[src/rtl/level_engine_if.sv]
// Bundle that runs between the game controller and the level playfield engine.
// The controller drives the scan and sprite positions, and the engine returns colour and status.
interface level_engine_if;
  logic       active;
  logic       enable;
  logic       frame_tick;
  logic [9:0] col;
  logic [9:0] row;
  logic [9:0] char_pos_x;
  logic [9:0] char_pos_y;
  logic [9:0] bomb_pos_x;
  logic [9:0] bomb_pos_y;
  logic [3:0] b_cnt;
  logic [7:0] VGA_R;
  logic [7:0] VGA_G;
  logic [7:0] VGA_B;
  logic       coll;
  logic       coll_miner;
  logic       death;
  logic       level_done;

  modport master (
    output active, enable, frame_tick, col, row, char_pos_x, char_pos_y,
           bomb_pos_x, bomb_pos_y, b_cnt,
    input  VGA_R, VGA_G, VGA_B, coll, coll_miner, death, level_done
  );

  modport slave (
    input  active, enable, frame_tick, col, row, char_pos_x, char_pos_y,
           bomb_pos_x, bomb_pos_y, b_cnt,
    output VGA_R, VGA_G, VGA_B, coll, coll_miner, death, level_done
  );
endinterface

[src/rtl/level_engine.sv]
// Playfield engine for one H.E.R.O. level. It renders walls, sprites and the bomb as registered colour,
// and tracks collisions, a patrolling spider, a breakable wall, and the death/rescue state.
module level_engine #(
  parameter int                     N_WALLS      = 5,
  parameter logic [N_WALLS*40-1:0]  WALL_RECTS   = '0,
  parameter logic [39:0]            BWALL_RECT   = {10'd250, 10'd325, 10'd125, 10'd250},
  parameter int                     H_RES        = 640,
  parameter int                     V_RES        = 480,
  parameter int                     SPIDER_X     = 250,
  parameter int                     SPIDER_Y_MIN = 140,
  parameter int                     SPIDER_Y_MAX = 240,
  parameter int                     SPIDER_DIV   = 4,
  parameter int                     MINER_X      = 550,
  parameter int                     MINER_Y      = 233
) (
  input logic           clk,
  input logic           reset,
  level_engine_if.slave bus
);
  localparam logic [9:0] BW_L = BWALL_RECT[39:30];
  localparam logic [9:0] BW_R = BWALL_RECT[29:20];
  localparam logic [9:0] BW_U = BWALL_RECT[19:10];
  localparam logic [9:0] BW_D = BWALL_RECT[9:0];
  localparam logic [9:0] SP_L = 10'(SPIDER_X - 7);
  localparam logic [9:0] SP_R = 10'(SPIDER_X + 7);
  localparam logic [9:0] MN_L = 10'(MINER_X - 15);
  localparam logic [9:0] MN_R = 10'(MINER_X + 15);
  localparam logic [9:0] MN_U = 10'(MINER_Y - 16);
  localparam logic [9:0] MN_D = 10'(MINER_Y + 16);
  localparam logic [9:0] YMIN = 10'(SPIDER_Y_MIN);
  localparam logic [9:0] YMAX = 10'(SPIDER_Y_MAX);
  localparam logic [9:0] HRES = 10'(H_RES);
  localparam logic [9:0] VRES = 10'(V_RES);
  localparam logic [7:0] DIV_LAST = 8'(SPIDER_DIV - 1);

  typedef enum logic [1:0] {IDLE, PLAY, DEAD, RESCUED} state_t;

  state_t     r_state;
  logic [9:0] r_sp_y;
  logic       r_sp_down, r_sp_alive, r_bw_intact;
  logic [7:0] r_div;
  logic [7:0] r_vga_r, r_vga_g, r_vga_b;
  logic       r_coll, r_coll_miner, r_death, r_level_done;

  function automatic logic ovl(input logic [9:0] al, ar, au, ad, bl, br, bu, bd);
    return (ar >= bl) && (al <= br) && (au <= bd) && (ad >= bu);
  endfunction

  function automatic logic hero_px(input logic [9:0] dx, dy);
    if (dy < 10'd13)      return (dx >= 10'd7) && (dx <= 10'd17);
    else if (dy < 10'd39) return 1'b1;
    else                  return (dx <= 10'd9) || (dx >= 10'd15);
  endfunction

  function automatic logic spider_px(input logic [9:0] dx, dy);
    return !dy[0] || ((dx >= 10'd4) && (dx <= 10'd9));
  endfunction

  function automatic logic miner_px(input logic [9:0] dx, dy);
    if (dy < 10'd10) return (dx >= 10'd10) && (dx <= 10'd19);
    else             return (dx >= 10'd5) && (dx <= 10'd24);
  endfunction

  logic [9:0] w_hl, w_hr, w_hu, w_hd, w_sp_u, w_sp_d;
  logic [9:0] w_bl, w_br, w_bu, w_bd;
  assign w_hl   = bus.char_pos_x - 10'd13;
  assign w_hr   = bus.char_pos_x + 10'd13;
  assign w_hu   = bus.char_pos_y - 10'd28;
  assign w_hd   = bus.char_pos_y + 10'd28;
  assign w_sp_u = r_sp_y - 10'd5;
  assign w_sp_d = r_sp_y + 10'd5;
  assign w_bl   = bus.bomb_pos_x - 10'd20;
  assign w_br   = bus.bomb_pos_x + 10'd20;
  assign w_bu   = bus.bomb_pos_y - 10'd20;
  assign w_bd   = bus.bomb_pos_y + 10'd20;

  logic w_blast, w_blast_bw, w_blast_sp, w_hit_sp, w_miner, w_edge, w_bw_coll;
  assign w_blast    = (bus.b_cnt == 4'd3);
  assign w_blast_bw = w_blast && ovl(w_bl, w_br, w_bu, w_bd, BW_L, BW_R, BW_U, BW_D);
  assign w_blast_sp = w_blast && ovl(w_bl, w_br, w_bu, w_bd, SP_L, SP_R, w_sp_u, w_sp_d);
  // A blast in the same cycle kills the spider before it can kill the hero.
  assign w_hit_sp   = r_sp_alive && !w_blast_sp &&
                      ovl(w_hl, w_hr, w_hu, w_hd, SP_L, SP_R, w_sp_u, w_sp_d);
  assign w_miner    = ovl(w_hl, w_hr, w_hu, w_hd, MN_L, MN_R, MN_U, MN_D);
  assign w_edge     = (w_hl == 10'd0) || (w_hr >= HRES) || (w_hu == 10'd0) || (w_hd >= VRES);
  assign w_bw_coll  = r_bw_intact && ovl(w_hl, w_hr, w_hu, w_hd, BW_L, BW_R, BW_U, BW_D);

  logic w_wall_coll, w_wall_px;
  always_comb begin
    w_wall_coll = 1'b0;
    w_wall_px   = 1'b0;
    for (int unsigned i = 0; i < N_WALLS; i++) begin
      if (ovl(w_hl, w_hr, w_hu, w_hd, WALL_RECTS[40*i+30 +: 10], WALL_RECTS[40*i+20 +: 10],
              WALL_RECTS[40*i+10 +: 10], WALL_RECTS[40*i +: 10]))
        w_wall_coll = 1'b1;
      if ((bus.col > WALL_RECTS[40*i+30 +: 10]) && (bus.col < WALL_RECTS[40*i+20 +: 10]) &&
          (bus.row > WALL_RECTS[40*i+10 +: 10]) && (bus.row < WALL_RECTS[40*i +: 10]))
        w_wall_px = 1'b1;
    end
  end

  // Sprite offsets wrap in 10 bits, so a single upper-bound compare covers both sides of the box.
  logic [9:0] w_h_dx, w_h_dy, w_s_dx, w_s_dy, w_m_dx, w_m_dy, w_b_dx, w_b_dy;
  assign w_h_dx = bus.col - bus.char_pos_x + 10'd12;
  assign w_h_dy = bus.row - bus.char_pos_y + 10'd28;
  assign w_s_dx = bus.col - SP_L;
  assign w_s_dy = bus.row - w_sp_u;
  assign w_m_dx = bus.col - MN_L;
  assign w_m_dy = bus.row - MN_U;
  assign w_b_dx = bus.col - bus.bomb_pos_x + 10'd10;
  assign w_b_dy = bus.row - bus.bomb_pos_y + 10'd10;

  logic w_bw_px, w_hero_on, w_sp_on, w_mn_on, w_bomb_on, w_vis;
  assign w_bw_px   = r_bw_intact && (bus.col > BW_L) && (bus.col < BW_R) &&
                     (bus.row > BW_U) && (bus.row < BW_D);
  assign w_hero_on = (w_h_dx < 10'd25) && (w_h_dy < 10'd57) && hero_px(w_h_dx, w_h_dy);
  assign w_sp_on   = r_sp_alive && (w_s_dx < 10'd14) && (w_s_dy < 10'd10) &&
                     spider_px(w_s_dx, w_s_dy);
  assign w_mn_on   = (w_m_dx < 10'd30) && (w_m_dy < 10'd33) && miner_px(w_m_dx, w_m_dy);
  assign w_bomb_on = ((bus.b_cnt == 4'd1) || (bus.b_cnt == 4'd2)) &&
                     (w_b_dx <= 10'd20) && (w_b_dy <= 10'd20);
  assign w_vis     = bus.enable && bus.active;

  always_ff @(posedge clk) begin
    if (reset) begin
      r_vga_r      <= '0;
      r_vga_g      <= '0;
      r_vga_b      <= '0;
      r_coll       <= 1'b0;
      r_coll_miner <= 1'b0;
    end else begin
      r_vga_r      <= w_vis ? ((w_wall_px ? 8'hff : 8'h00) | (w_bw_px ? 8'haf : 8'h00) |
                               (w_hero_on ? 8'hc8 : 8'h00) | (w_sp_on ? 8'hc8 : 8'h00)) : '0;
      r_vga_g      <= (w_vis && w_mn_on) ? 8'hc8 : '0;
      r_vga_b      <= (w_vis && w_bomb_on) ? 8'hff : '0;
      r_coll       <= w_edge || w_wall_coll || w_bw_coll;
      r_coll_miner <= w_miner;
    end
  end

  always_ff @(posedge clk) begin
    if (reset) begin
      r_state      <= IDLE;
      r_sp_y       <= YMIN;
      r_sp_down    <= 1'b1;
      r_div        <= '0;
      r_sp_alive   <= 1'b1;
      r_bw_intact  <= 1'b1;
      r_death      <= 1'b0;
      r_level_done <= 1'b0;
    end else begin
      if (r_state != IDLE) begin
        if (w_blast_bw) r_bw_intact <= 1'b0;
        if (w_blast_sp) r_sp_alive  <= 1'b0;
      end
      case (r_state)
        IDLE: begin
          r_sp_y       <= YMIN;
          r_sp_down    <= 1'b1;
          r_div        <= '0;
          r_sp_alive   <= 1'b1;
          r_bw_intact  <= 1'b1;
          r_death      <= 1'b0;
          r_level_done <= 1'b0;
          if (bus.enable) r_state <= PLAY;
        end
        PLAY: begin
          if (bus.frame_tick) begin
            if (r_div == DIV_LAST) begin
              r_div <= '0;
              if (r_sp_down) begin
                r_sp_y <= r_sp_y + 10'd1;
                if (r_sp_y + 10'd1 == YMAX) r_sp_down <= 1'b0;
              end else begin
                r_sp_y <= r_sp_y - 10'd1;
                if (r_sp_y - 10'd1 == YMIN) r_sp_down <= 1'b1;
              end
            end else begin
              r_div <= r_div + 8'd1;
            end
          end
          if (w_hit_sp) begin
            r_state <= DEAD;
            r_death <= 1'b1;
          end else if (r_coll_miner) begin
            r_state      <= RESCUED;
            r_level_done <= 1'b1;
          end
        end
        default: begin
          if (!bus.enable) begin
            r_state      <= IDLE;
            r_death      <= 1'b0;
            r_level_done <= 1'b0;
          end
        end
      endcase
    end
  end

  assign bus.VGA_R      = r_vga_r;
  assign bus.VGA_G      = r_vga_g;
  assign bus.VGA_B      = r_vga_b;
  assign bus.coll       = r_coll;
  assign bus.coll_miner = r_coll_miner;
  assign bus.death      = r_death;
  assign bus.level_done = r_level_done;
endmodule

[src/flat_wrapper.sv]
// flat-port wrapper written by rule: the top's interface ports become plain ports
module level_engine_flat 
#(
  parameter int                     N_WALLS      = 5,
  parameter logic [N_WALLS*40-1:0]  WALL_RECTS   = '0,
  parameter logic [39:0]            BWALL_RECT   = {10'd250, 10'd325, 10'd125, 10'd250},
  parameter int                     H_RES        = 640,
  parameter int                     V_RES        = 480,
  parameter int                     SPIDER_X     = 250,
  parameter int                     SPIDER_Y_MIN = 140,
  parameter int                     SPIDER_Y_MAX = 240,
  parameter int                     SPIDER_DIV   = 4,
  parameter int                     MINER_X      = 550,
  parameter int                     MINER_Y      = 233
)
  (clk, reset, bus_active, bus_enable, bus_frame_tick, bus_col, bus_row, bus_char_pos_x, bus_char_pos_y, bus_bomb_pos_x, bus_bomb_pos_y, bus_b_cnt, bus_VGA_R, bus_VGA_G, bus_VGA_B, bus_coll, bus_coll_miner, bus_death, bus_level_done);
  level_engine_if bus_i ();
  input logic clk;
  input logic reset;
  input wire logic [$bits(bus_i.active)-1:0] bus_active;
  input wire logic [$bits(bus_i.enable)-1:0] bus_enable;
  input wire logic [$bits(bus_i.frame_tick)-1:0] bus_frame_tick;
  input wire logic [$bits(bus_i.col)-1:0] bus_col;
  input wire logic [$bits(bus_i.row)-1:0] bus_row;
  input wire logic [$bits(bus_i.char_pos_x)-1:0] bus_char_pos_x;
  input wire logic [$bits(bus_i.char_pos_y)-1:0] bus_char_pos_y;
  input wire logic [$bits(bus_i.bomb_pos_x)-1:0] bus_bomb_pos_x;
  input wire logic [$bits(bus_i.bomb_pos_y)-1:0] bus_bomb_pos_y;
  input wire logic [$bits(bus_i.b_cnt)-1:0] bus_b_cnt;
  output wire logic [$bits(bus_i.VGA_R)-1:0] bus_VGA_R;
  output wire logic [$bits(bus_i.VGA_G)-1:0] bus_VGA_G;
  output wire logic [$bits(bus_i.VGA_B)-1:0] bus_VGA_B;
  output wire logic [$bits(bus_i.coll)-1:0] bus_coll;
  output wire logic [$bits(bus_i.coll_miner)-1:0] bus_coll_miner;
  output wire logic [$bits(bus_i.death)-1:0] bus_death;
  output wire logic [$bits(bus_i.level_done)-1:0] bus_level_done;
  assign bus_i.active = bus_active;
  assign bus_i.enable = bus_enable;
  assign bus_i.frame_tick = bus_frame_tick;
  assign bus_i.col = bus_col;
  assign bus_i.row = bus_row;
  assign bus_i.char_pos_x = bus_char_pos_x;
  assign bus_i.char_pos_y = bus_char_pos_y;
  assign bus_i.bomb_pos_x = bus_bomb_pos_x;
  assign bus_i.bomb_pos_y = bus_bomb_pos_y;
  assign bus_i.b_cnt = bus_b_cnt;
  assign bus_VGA_R = bus_i.VGA_R;
  assign bus_VGA_G = bus_i.VGA_G;
  assign bus_VGA_B = bus_i.VGA_B;
  assign bus_coll = bus_i.coll;
  assign bus_coll_miner = bus_i.coll_miner;
  assign bus_death = bus_i.death;
  assign bus_level_done = bus_i.level_done;
  level_engine #(.N_WALLS(N_WALLS), .WALL_RECTS(WALL_RECTS), .BWALL_RECT(BWALL_RECT), .H_RES(H_RES), .V_RES(V_RES), .SPIDER_X(SPIDER_X), .SPIDER_Y_MIN(SPIDER_Y_MIN), .SPIDER_Y_MAX(SPIDER_Y_MAX), .SPIDER_DIV(SPIDER_DIV), .MINER_X(MINER_X), .MINER_Y(MINER_Y)) u_core (.clk(clk), .reset(reset), .bus(bus_i));
endmodule
[config.mk]
export PLATFORM = sky130hd
export DESIGN_NAME = level_engine_flat
export DESIGN_NICKNAME = d
export VERILOG_FILES = /design/src/rtl/level_engine_if.sv /design/src/rtl/level_engine.sv /design/src/flat_wrapper.sv
export SDC_FILE = /design/constraint.sdc
export NUM_CORES = 1
export LEC_CHECK = 0
export ABC_AREA = 1
export CAP_MARGIN = 20
export CORE_ASPECT_RATIO = 1.4
export CORE_MARGIN = 3
export CORE_UTILIZATION = 59
export DETAILED_ROUTE_END_ITERATION = 7
export GPL_TIMING_DRIVEN = 0
export PLACE_DENSITY_LB_ADDON = 0.12
export SLEW_MARGIN = 20
export SYNTH_ARGS = -nofsm -noshare
export SYNTH_HDL_FRONTEND = slang
export SYNTH_SLANG_ARGS = --single-unit
export TNS_END_PERCENT = 100
[constraint.sdc]
create_clock -name clk -period 3.3 [get_ports clk]
set_clock_uncertainty 0.1 [all_clocks]
set_input_delay 0.66 -clock clk [delete_from_list [all_inputs] [get_ports clk]]
set_output_delay 0.66 -clock clk [all_outputs]
set_load 0.1 [all_outputs]
==> tab_implementation.tex, run 1 <==
\begin{tabular}{lr}
\hline
Metric & Value \\
\hline
\multicolumn{2}{l}{\textbf{Routing}} \\
\quad Routed length on met3 & 747 um \\
\quad Vias per cell & 5.39 \\
\quad Highest metal layer used by the detailed router & met4 \\
\quad Initial DRC Count & 471 \\
\quad First-pass DRT Iterations & 7 \\
\quad Sum of met2 wire segment lengths after detailed routing & 12.0 mm \\
\quad Routed Wire Length & 22.7 mm \\
\quad \# DRC & 0 \\
\quad Routed length per instance & 14.1 um \\
\quad Routed vias & 8,658 \\
\quad Routed met1 length & 8.74 mm \\
\quad Post-route antenna net violation count & 0 \\
\multicolumn{2}{l}{\textbf{CTS}} \\
\quad Maximum buffer depth of the clock tree & 2 \\
\quad Buffer cell driving the clock tree root & clkbuf\_16 \\
\quad Total CTS buffers & 5 \\
\quad TritonCTS clock tree & done \\
\quad Clock latency on the worst-skew pair & 0.29 ns \\
\quad Depth of the CTS H-tree & 2 \\
\quad Clk sink count & 32 \\
\quad Clock-pin slew on the worst setup and hold paths & 0.07 ns \\
\quad Number of hold buffers added after cts & 0 \\
\multicolumn{2}{l}{\textbf{Synth}} \\
\quad Sequential share of the synthesized area & 7.78\% \\
\quad Flip-flop and latch count after synthesis & 32 \\
\quad Most frequently used flop master after synthesis & dfxtp\_1 \\
\quad Async set-reset flop share out of synthesis & 0\% \\
\quad Combined area of all synthesized cells & 8230 um\^{}2 \\
\quad Number of warning messages in the yosys log & 0 \\
\quad Mapped Cells & 1,320 \\
\quad Number of enable-type register cells in the synthesized netlist & 0 \\
\quad Number of unique standard cell types used by synthesis & 62 \\
\quad Synth Area per Inst & 6.24 um\^{}2 \\
\multicolumn{2}{l}{\textbf{Pwr}} \\
\quad Largest vdd supply drop & 0.000312 V \\
\quad Fraction of power consumed by combinational cells & 72.3\% \\
\quad Internal portion of total power & 1.80 mW \\
\quad Net Switching & 1.97 mW \\
\quad Clock network fraction of total power & 14.9\% \\
\quad Power per Cell Area & 391 nW/um\^{}2 \\
\quad Fraction of power spent switching nets & 52.4\% \\
\quad P\_leak & 5.09 nW \\
\quad Final Total Pwr & 3.77 mW \\
\quad Sequential group share of total power & 12.8\% \\
\multicolumn{2}{l}{\textbf{Setup path}} \\
\quad FF-to-FF End & u\_core.r\_state[0] \\
\quad Endpoint kind of the worst setup timing path & flop \\
\quad Slowest stage cell on the critical path & clkdlybuf4s50\_1 \\
\quad Setup slack on the worst flop-to-flop path & 0.23 ns \\
\quad Maximum fanout along the worst path & 5 \\
\quad Critical path buffers and inverters & 2 \\
\quad Cell count of the worst reg-to-reg path & 23 \\
\quad Cell-by-cell listing of the critical path & clkdlybuf4s50\_1 -> nor3\_1 -> xor2\_1 -> ha\_1 -> inv\_1 -> o21bai\_1 -> a21oi\_1 -> nand3\_1 -> a21oi\_2 -> nand3\_2 -> nand3\_2 -> nand3\_1 -> nand2\_1 -> nor2\_2 \\
\quad Arr. time, crit path & 3.25 ns \\
\quad Worst R2R Start & u\_core.r\_sp\_y[0] \\
\quad Worst Path Class, Setup & input port to flop \\
\quad Critical path startpoint category & input port \\
\quad Stage delay of the slowest cell on the critical path & 0.53 ns \\
\quad WP data required & 3.40 ns \\
\quad Cell class contributing the biggest share of worst-path delay & simple AND/OR/NAND/NOR gates \\
\multicolumn{2}{l}{\textbf{STA}} \\
\quad Setup TNS after final layout & 0 ns \\
\quad Crit share post-route & 95.7\% \\
\quad Transition at the pin with the smallest max-transition slack & 0.973 ns \\
\quad Final number of max-transition violations & 0 \\
\quad Time the final worst path needs with I/O delays and setup & 3.16 ns \\
\quad Final hold violation count & 0 \\
\quad Max transition margin & 35.0\% \\
\quad Timing-limited maximum frequency & 317 MHz \\
\quad Number of failing setup endpoints in the final timing report & 0 \\
\multicolumn{2}{l}{\textbf{Hold path}} \\
\quad Hold\_sp & u\_core.bus.level\_done \\
\quad Worst hold endpoint & u\_core.bus.level\_done \\
\quad Tightest Hold Check Type & flop to flop \\
\quad Hold Crit Depth & 2 \\
\multicolumn{2}{l}{\textbf{Floorplanning}} \\
\quad Top-level I/O count & 97 \\
\quad Standard-cell rows & 50 \\
\quad Die height & 146 um \\
\quad Placeable core region & 13,500 um\^{}2 \\
\quad Die X & 106 um \\
\quad Initial cell density of the core & 60.9\% \\
\quad Overall die area & 15,400 um\^{}2 \\
\multicolumn{2}{l}{\textbf{Place}} \\
\quad Number of buffer cells added on primary ports & 87 \\
\quad Placed wire-length estimate & 19.0 mm \\
\quad Final weighted congestion in routability-driven placement & 0.953 \\
\quad Instance area at placement & 9350 um\^{}2 \\
\multicolumn{2}{l}{\textbf{Finish}} \\
\quad Final instance area & 9630 um\^{}2 \\
\quad \# fillers & 1,213 \\
\quad Fraction of final layout cells with drive strength greater than 1 & 10.6\% \\
\quad Count of inserted antenna diode cells & 0 \\
\quad Relative area change from synthesis to final layout & 16.9\% \\
\quad Final net count & 1,633 \\
\multicolumn{2}{l}{\textbf{GRT}} \\
\quad Overall Global Routing Usage & 28.6\% \\
\quad Vias in the first global route & 8,199 \\
\quad Initial antenna violation count & 0 \\
\quad Total grt overflow & 0 \\
\quad Maximum number of pins on one net before global-route repair & 12 \\
\quad Global-route wire length before repair & 37.0 mm \\
\multicolumn{2}{l}{\textbf{Flow run}} \\
\quad Max-Cap Viols & 0 \\
\multicolumn{2}{l}{\textbf{Run status}} \\
\quad Outcome & completed \\
\hline
\end{tabular}
-- worst register-to-register path, cell delays in order (launching register included) --
cell and delay [ns]:
dfxtp_4 0.37, inv_2 0.20, ha_4 0.23, nor2_8 0.07, nor2_4 0.10, nor2_1 0.06, nor2_2 0.19, ha_1 0.27
nand2_1 0.08, nor2_1 0.06, o21ai_0 0.07, inv_1 0.05, nor2_1 0.11, nor2_1 0.04, o21ai_0 0.15, nand3_1 0.10
nand2_1 0.09, nor2_2 0.05, nand2_2 0.13, nand3_2 0.13, nand3_2 0.12, nand3_1 0.09, nand2_1 0.08, nor2_2 0.04
-- registers in the layout, indices dropped and copies added, names as in the netlist --
register,flops
u_core.r_sp_y,10
u_core.r_div,8
u_core.bus.VGA_R,3
u_core.r_state,2
u_core.bus.VGA_B,1
u_core.bus.VGA_G,1
u_core.bus.coll,1
u_core.bus.coll_miner,1
u_core.bus.death,1
u_core.bus.level_done,1
u_core.r_bw_intact,1
u_core.r_sp_alive,1
u_core.r_sp_down,1
-- timing repair --
action / in CTS / in global routing
gates resized for setup: 35 / 59
pin swaps: 0 / 8
buffers inserted: 0 / 4
setup endpoints to repair: 7 / 7
-- synthesized netlist by cell type, drive strengths merged, types with 2 or more instances --
| library cell | count | area share (%) |
|---|---|---|
| clkinv | 4 | 0.18 |
| or2 | 12 | 0.91 |
| nand4 | 23 | 1.7 |
| o211ai | 11 | 1.0 |
| xor2 | 69 | 7.3 |
| fa | 5 | 1.2 |
| a31oi | 4 | 0.30 |
| nand2 | 303 | 14 |
| a211oi | 8 | 0.73 |
| ha | 136 | 21 |
| nor4 | 5 | 0.38 |
| o2111ai | 3 | 0.32 |
| o21ai | 64 | 3.9 |
| a21oi | 71 | 4.4 |
| o21bai | 8 | 0.73 |
| xnor2 | 15 | 1.6 |
| o22ai | 2 | 0.15 |
| clkbuf | 4 | 0.18 |
| o21a | 3 | 0.27 |
| nor3 | 24 | 1.8 |
| inv | 214 | 10 |
| nand3b | 3 | 0.27 |
| dfxtp | 32 | 7.8 |
| a21o | 8 | 0.73 |
| nor2 | 132 | 7.1 |
| a221oi | 2 | 0.21 |
| nand3 | 107 | 7.1 |
| and3 | 2 | 0.15 |
| o31ai | 2 | 0.18 |
| buf | 30 | 2.9 |
-- metal layers --
metal / up-vias / GRT usage [%]
met5: - / 0
met4: 0 / 14.1
met3: 69 / 1.55
met2: 220 / 55.8
met1: 3869 / 30.5
li1: 4500 / -
-- power by group through the flow --
stage	clock, mW	combinational, mW	sequential, mW
3_5_place_dp	0	2.59	0.484
5_1_grt	0.574	3.08	0.487
4_1_cts	0.564	2.63	0.478
3_3_place_gp	0	2.54	0.483
2_1_floorplan	0	1.97	0.488
6_report	0.561	2.73	0.481
-- worst max-delay path by stage --
stage               cells past startpoint                  end  slack (ns)              start
global route                           21  u_core.bus.VGA_R[3]       -0.02         bus_col[0]
detailed placement                     19  u_core.bus.VGA_R[3]       -0.66         bus_row[3]
finish                                 14    u_core.r_state[0]        0.14  bus_char_pos_y[7]
floorplan                              14  u_core.bus.VGA_R[3]        0.39  bus_char_pos_x[1]
global placement                       19  u_core.bus.VGA_R[3]       -0.63         bus_row[3]
CTS                                    18  u_core.bus.VGA_R[3]       0.002  bus_char_pos_x[3]
-- area by class of cell --
class                   instances  area (um^2)  area share, %
clock inverters                 3         42.5          0.442
multi-input cells            1041         6620           68.7
flip-flops and latches         32          646           6.70
clock buffers                   5          125           1.30
repair buffers                 91          882           9.16
inverters                     218          836           8.68
well taps                     182          228           2.36
plain buffers                  34          251           2.61
-- cells in the final DEF (no fill, tap or decap), drive strengths merged, types with 32 or more instances in the layout --
cell type / Yosys / final
nand2: 303 / 303
nor2: 132 / 132
clkdlybuf4s50: 0 / 55
inv: 214 / 215
xor2: 69 / 69
nand3: 107 / 107
o21ai: 64 / 64
ha: 136 / 136
dfxtp: 32 / 32
buf: 30 / 34
a21oi: 71 / 71
-- stage by stage --
stage	worst slack, ns	hold WS [ns]	util [%]	instances
after global placement	-0.635	0.362	69.2	1594
after global routing	-0.0169	0.407	71.3	1606
after floorplan	0.390	0.340	-	1325
after detailed placement	-0.664	0.368	69.2	1594
after CTS	0.00190	0.379	70.4	1602
final	0.142	0.374	71.3	1606
-- logic make-up after synthesis --
group | synth area share, %
compound gates | 14.1
xor+xnor | 8.93
fa+ha+maj | 21.9
buf+inv | 13.2
flops | 7.78
mux | 0.122
other cells | 0.0455
simple gates | 34.0
Power figures use the tool's default switching activity.
==> inputs of run 2 (changes only) <==
Settings changed: CTS_CLUSTER_SIZE set to 30.
==> results of run 2 <==
Final layout, timing and power as in run 1 (identical DEF).
==> inputs of run 3 (changes only) <==
Settings changed: ABC_AREA 1 to 0, CELL_PAD_IN_SITES_DETAIL_PLACEMENT set to 0, CELL_PAD_IN_SITES_GLOBAL_PLACEMENT set to 1, CORE_UTILIZATION 59 to 43.
==> tab_implementation.tex, run 3 <==
\begin{tabular}{lr}
\hline
Metric & Value \\
\hline
\multicolumn{2}{l}{\textbf{Run status}} \\
\quad Outcome & finished, violations left \\
\quad Violations in the final reports & negative setup slack \\
\multicolumn{2}{l}{\textbf{CTS}} \\
\quad Depth of the CTS H-tree & 2 (unchanged) \\
\quad TritonCTS clock tree & done \\
\quad Buffer cell driving the clock tree root & clkbuf\_16 \\
\quad Clk sink count & 32 (unchanged) \\
\quad Total CTS buffers & 5 (unchanged) \\
\quad Maximum buffer depth of the clock tree & 2 (unchanged) \\
\quad Clock-pin slew on the worst setup and hold paths & 0.06 ns (about the same) \\
\quad Number of hold buffers added after cts & 0 (unchanged) \\
\quad Clock latency on the worst-skew pair & 0.29 ns (about the same) \\
\multicolumn{2}{l}{\textbf{GRT}} \\
\quad Global-route wire length before repair & 42.4 mm (+15\%) \\
\quad Overall Global Routing Usage & 25.2\% (-3.4 points) \\
\quad Vias in the first global route & 8,372 (+2.1\%) \\
\quad Maximum number of pins on one net before global-route repair & 12 (unchanged) \\
\quad Grt met1 use & 28.4\% (-2.1 points) \\
\quad Global-route track usage on met3 & 2.63\% (+1.1 points) \\
\quad Met2 usage & 46.5\% (-9.3 points) \\
\quad Highest-utilization routing layer at the global route stage & met2 \\
\quad Initial antenna violation count & 0 (unchanged) \\
\quad Total grt overflow & 0 (unchanged) \\
\multicolumn{2}{l}{\textbf{Synth}} \\
\quad Most frequently used flop master after synthesis & dfxtp\_1 \\
\quad Combined area of all synthesized cells & 8310 um\^{}2 (+0.90\%) \\
\quad Sequential share of the synthesized area & 7.71\% (-0.069 points) \\
\quad Commonest cells post-synth & 136 x ha\_1, 102 x nor2\_1, 96 x inv\_1, 79 x a21oi\_1, 73 x xnor2\_1 \\
\quad Number of enable-type register cells in the synthesized netlist & 0 (unchanged) \\
\quad Most instantiated library cell after synthesis & ha\_1 \\
\quad Cell type with the largest total area after synthesis & ha\_1 \\
\quad Number of unique standard cell types used by synthesis & 84 (+35\%) \\
\quad Synth Area per Inst & 7.22 um\^{}2 (+16\%) \\
\quad Async set-reset flop share out of synthesis & 0\% (unchanged) \\
\quad Number of warning messages in the yosys log & 0 (unchanged) \\
\quad Synth area leaders & ha\_1 20\%, dfxtp\_1 7.7\%, xnor2\_1 7.7\% \\
\quad Flip-flop and latch count after synthesis & 32 (unchanged) \\
\quad Mapped Cells & 1,151 (-13\%) \\
\quad Area fraction of the dominant cell type after synthesis & 20.5\% (-0.18 points) \\
\multicolumn{2}{l}{\textbf{Finish}} \\
\quad \# fillers & 1,845 (+52\%) \\
\quad Number of flip-flops under the largest register name & 10 (unchanged) \\
\quad Final net count & 1,504 (-7.9\%) \\
\quad Count of inserted antenna diode cells & 0 (unchanged) \\
\quad Top reg by flops & u\_core.r\_sp\_y \\
\quad Fraction of final layout cells with drive strength greater than 1 & 17.5\% (+6.9 points) \\
\quad Relative area change from synthesis to final layout & 27.4\% \\
\quad Commonest cells after routing, fill and taps aside & 124 x ha\_1, 96 x nor2\_1, 86 x inv\_1 \\
\quad Final core utilization & 56.5\% (-15 points) \\
\quad Commonest non-fill, non-tap cell in the layout & ha\_1 \\
\multicolumn{2}{l}{\textbf{Floorplanning}} \\
\quad Overall die area & 21,000 um\^{}2 (+36\%) \\
\quad Placeable core region & 18,800 um\^{}2 (+39\%) \\
\quad Top-level I/O count & 97 (unchanged) \\
\quad Initial cell density of the core & 44.3\% (-17 points) \\
\quad Standard-cell rows & 59 (+18\%) \\
\quad Die height & 170 um (+17\%) \\
\quad Die X & 123 um (+17\%) \\
\multicolumn{2}{l}{\textbf{STA}} \\
\quad Transition at the pin with the smallest max-transition slack & 0.987 ns (+0.0145 ns) \\
\quad Final number of max-transition violations & 0 (unchanged) \\
\quad Time the final worst path needs with I/O delays and setup & 3.41 ns (+0.250 ns) \\
\quad Final hold violation count & 0 (unchanged) \\
\quad RSZ-0062 raised after global routing & yes \\
\quad Setup TNS after final layout & -0.288 ns (-0.288 ns) \\
\quad Max transition margin & 34.0\% (-0.97 points) \\
\quad Timing-limited maximum frequency & 293 MHz (-7.3\%) \\
\quad Crit share post-route & 103\% (+7.6 points) \\
\quad Worst hold margin & 0.382 ns (+0.00797 ns) \\
\quad Number of failing setup endpoints in the final timing report & 4 (+4) \\
\quad Least setup slack across all paths after layout & -0.108 ns (-0.250 ns) \\
\multicolumn{2}{l}{\textbf{Setup path}} \\
\quad Worst Setup EP & u\_core.r\_state[1] \\
\quad FF-to-FF End & u\_core.r\_state[1] \\
\quad Critical path startpoint category & flop \\
\quad Arr. time, crit path & 3.49 ns (+0.24 ns) \\
\quad Slowest stage cell on the critical path & a211oi\_4 \\
\quad Most used cell, CP & o211ai\_1 \\
\quad Stage delay of the slowest cell on the critical path & 0.32 ns (-0.21 ns) \\
\quad Setup slack on the worst flop-to-flop path & -0.11 ns (-0.34 ns) \\
\quad Maximum fanout along the worst path & 8 (+3) \\
\quad Crit path launch & u\_core.r\_sp\_y[2] \\
\quad Worst Path Class, Setup & flop to flop \\
\quad WP data required & 3.38 ns (-0.02 ns) \\
\quad Endpoint kind of the worst setup timing path & flop \\
\quad Cell count of the worst reg-to-reg path & 15 (-35\%) \\
\quad Cell-by-cell listing of the critical path & buf\_6 -> clkbuf\_16 -> o211ai\_1 -> buf\_4 -> nor2\_2 -> xnor2\_2 -> ha\_1 -> and3\_4 -> nand4\_1 -> mux2i\_1 -> o2111ai\_1 -> o211ai\_1 -> a211oi\_4 -> and4bb\_4 -> o31a\_1 \\
\quad Worst R2R Start & u\_core.r\_sp\_y[2] \\
\multicolumn{2}{l}{\textbf{Routing}} \\
\quad Vias per cell & 5.74 (+6.5\%) \\
\quad \# DRC & 0 (unchanged) \\
\quad Routed Wire Length & 27.2 mm (+20\%) \\
\quad Initial DRC Count & 559 (+19\%) \\
\quad Routed vias & 8,835 (+2.0\%) \\
\quad First-pass DRT Iterations & 5 (-2) \\
\quad Routed length per instance & 17.7 um (+25\%) \\
\quad Post-route antenna net violation count & 0 (unchanged) \\
\multicolumn{2}{l}{\textbf{Pwr}} \\
\quad P\_leak & 4.41 nW (-13\%) \\
\quad Power per Cell Area & 214 nW/um\^{}2 (-45\%) \\
\quad Largest vdd supply drop & 0.000182 V (-42\%) \\
\multicolumn{2}{l}{\textbf{Hold path}} \\
\quad Tightest Hold Check Type & flop to flop \\
\quad Hold Crit Depth & 2 (unchanged) \\
\multicolumn{2}{l}{\textbf{Place}} \\
\quad Final weighted congestion in routability-driven placement & 0.887 (-6.9\%) \\
\quad Number of buffer cells added on primary ports & 84 (-3.4\%) \\
\quad Placed wire-length estimate & 21.6 mm (+14\%) \\
\multicolumn{2}{l}{\textbf{Flow run}} \\
\quad Max-Cap Viols & 0 (unchanged) \\
\hline
\end{tabular}
[run 3: changes by cell type after synthesis, moves of 12 or more]
cell / previous run / this run
a31oi_1: 4 / 20
clkbuf_1: 4 / 28
inv_1: 203 / 96
nand2_1: 285 / 65
nand2_2: 18 / 0
nand2b_1: 0 / 12
nand3_1: 98 / 34
nor2_1: 118 / 102
nor2b_1: 0 / 19
nor3_1: 20 / 36
or3_1: 0 / 13
xnor2_1: 15 / 73
xor2_1: 69 / 34
[run 3: cell families (layout without fill, tap and decap cells)]
logic type	after synthesis	in the layout	synth area share (%)
XOR/XNOR	112	112	12.3
flip-flops	32	32	7.71
buffers and inverters	163	302	8.48
multiplexers	10	10	1.20
AO/OA/AOI/OAI	299	299	23.6
adder cells (fa/ha/maj)	145	145	22.2
AND/OR/NAND/NOR	389	389	24.4
other	1	6	0.0451
[run 3: layout make-up]
| class | instances | area [um^2] | area share (%) |
|---|---|---|---|
| Tap cell | 244 | 305 | 2.88 |
| Multi-Input combinational cell | 961 | 7480 | 70.7 |
| Inverter | 99 | 399 | 3.77 |
| Buffer | 63 | 414 | 3.91 |
| Sequential cell | 32 | 651 | 6.15 |
| Timing Repair Buffer | 132 | 1160 | 11.0 |
| Clock inverter | 3 | 42.5 | 0.402 |
| Clock buffer | 5 | 125 | 1.18 |
[run 3: metal layers]
layer  vias up  wire length, um
met3        75             1010
met4         0             1500
li1       4423                -
met1      4095            10900
met5         -                0
met2       242            13800
[run 3: worst min path at each step]
stage                     startpoint                    end  slack, ns
4_1_cts        u_core.bus.level_done  u_core.bus.level_done       0.39
2_1_floorplan        u_core.r_div[7]        u_core.r_div[7]       0.35
3_3_place_gp   u_core.bus.level_done  u_core.bus.level_done       0.38
6_report       u_core.bus.level_done  u_core.bus.level_done       0.38
5_1_grt        u_core.bus.level_done  u_core.bus.level_done       0.40
3_5_place_dp   u_core.bus.level_done  u_core.bus.level_done       0.38
[run 3: through the flow]
| stage | area [um^2] | cells | setup slack [ns] | power [mW] |
|---|---|---|---|---|
| 6_report | 10600 | 1539 | -0.108 | 2.26 |
| 3_5_place_dp | 9510 | 1484 | -1.37 | 1.59 |
| 2_1_floorplan | 8370 | 1156 | -0.0116 | 1.26 |
| 3_3_place_gp | 9510 | 1484 | -1.38 | 1.58 |
| 5_1_grt | 10600 | 1539 | -0.210 | 2.43 |
| 4_1_cts | 10300 | 1521 | -0.119 | 2.22 |
[run 3: power by group]
| group | switching, mW | total, mW | internal, mW |
|---|---|---|---|
| logic | 0.742 | 1.30 | 0.560 |
| registers | 0.00479 | 0.394 | 0.390 |
| clock network | 0.213 | 0.568 | 0.356 |
[run 3: repair_timing]
action                     in CTS  in global routing
setup endpoints to repair       9                  8
pin swaps                      33                 38
buffers inserted               29                 19
gates resized for setup       169                 76
cloned                          0                  0
[run 3: critical path: cells and delay by family (launching register included)]
family	cells	cell delay [ns]
DFF	1	0.31
xor gates and xnor gates	1	0.27
muxes	1	0.10
adders and majority gates	1	0.30
and+or+nand+nor	4	0.60
AOI/OAI and AO/OA	5	1.13
buffers and inverters	3	0.49
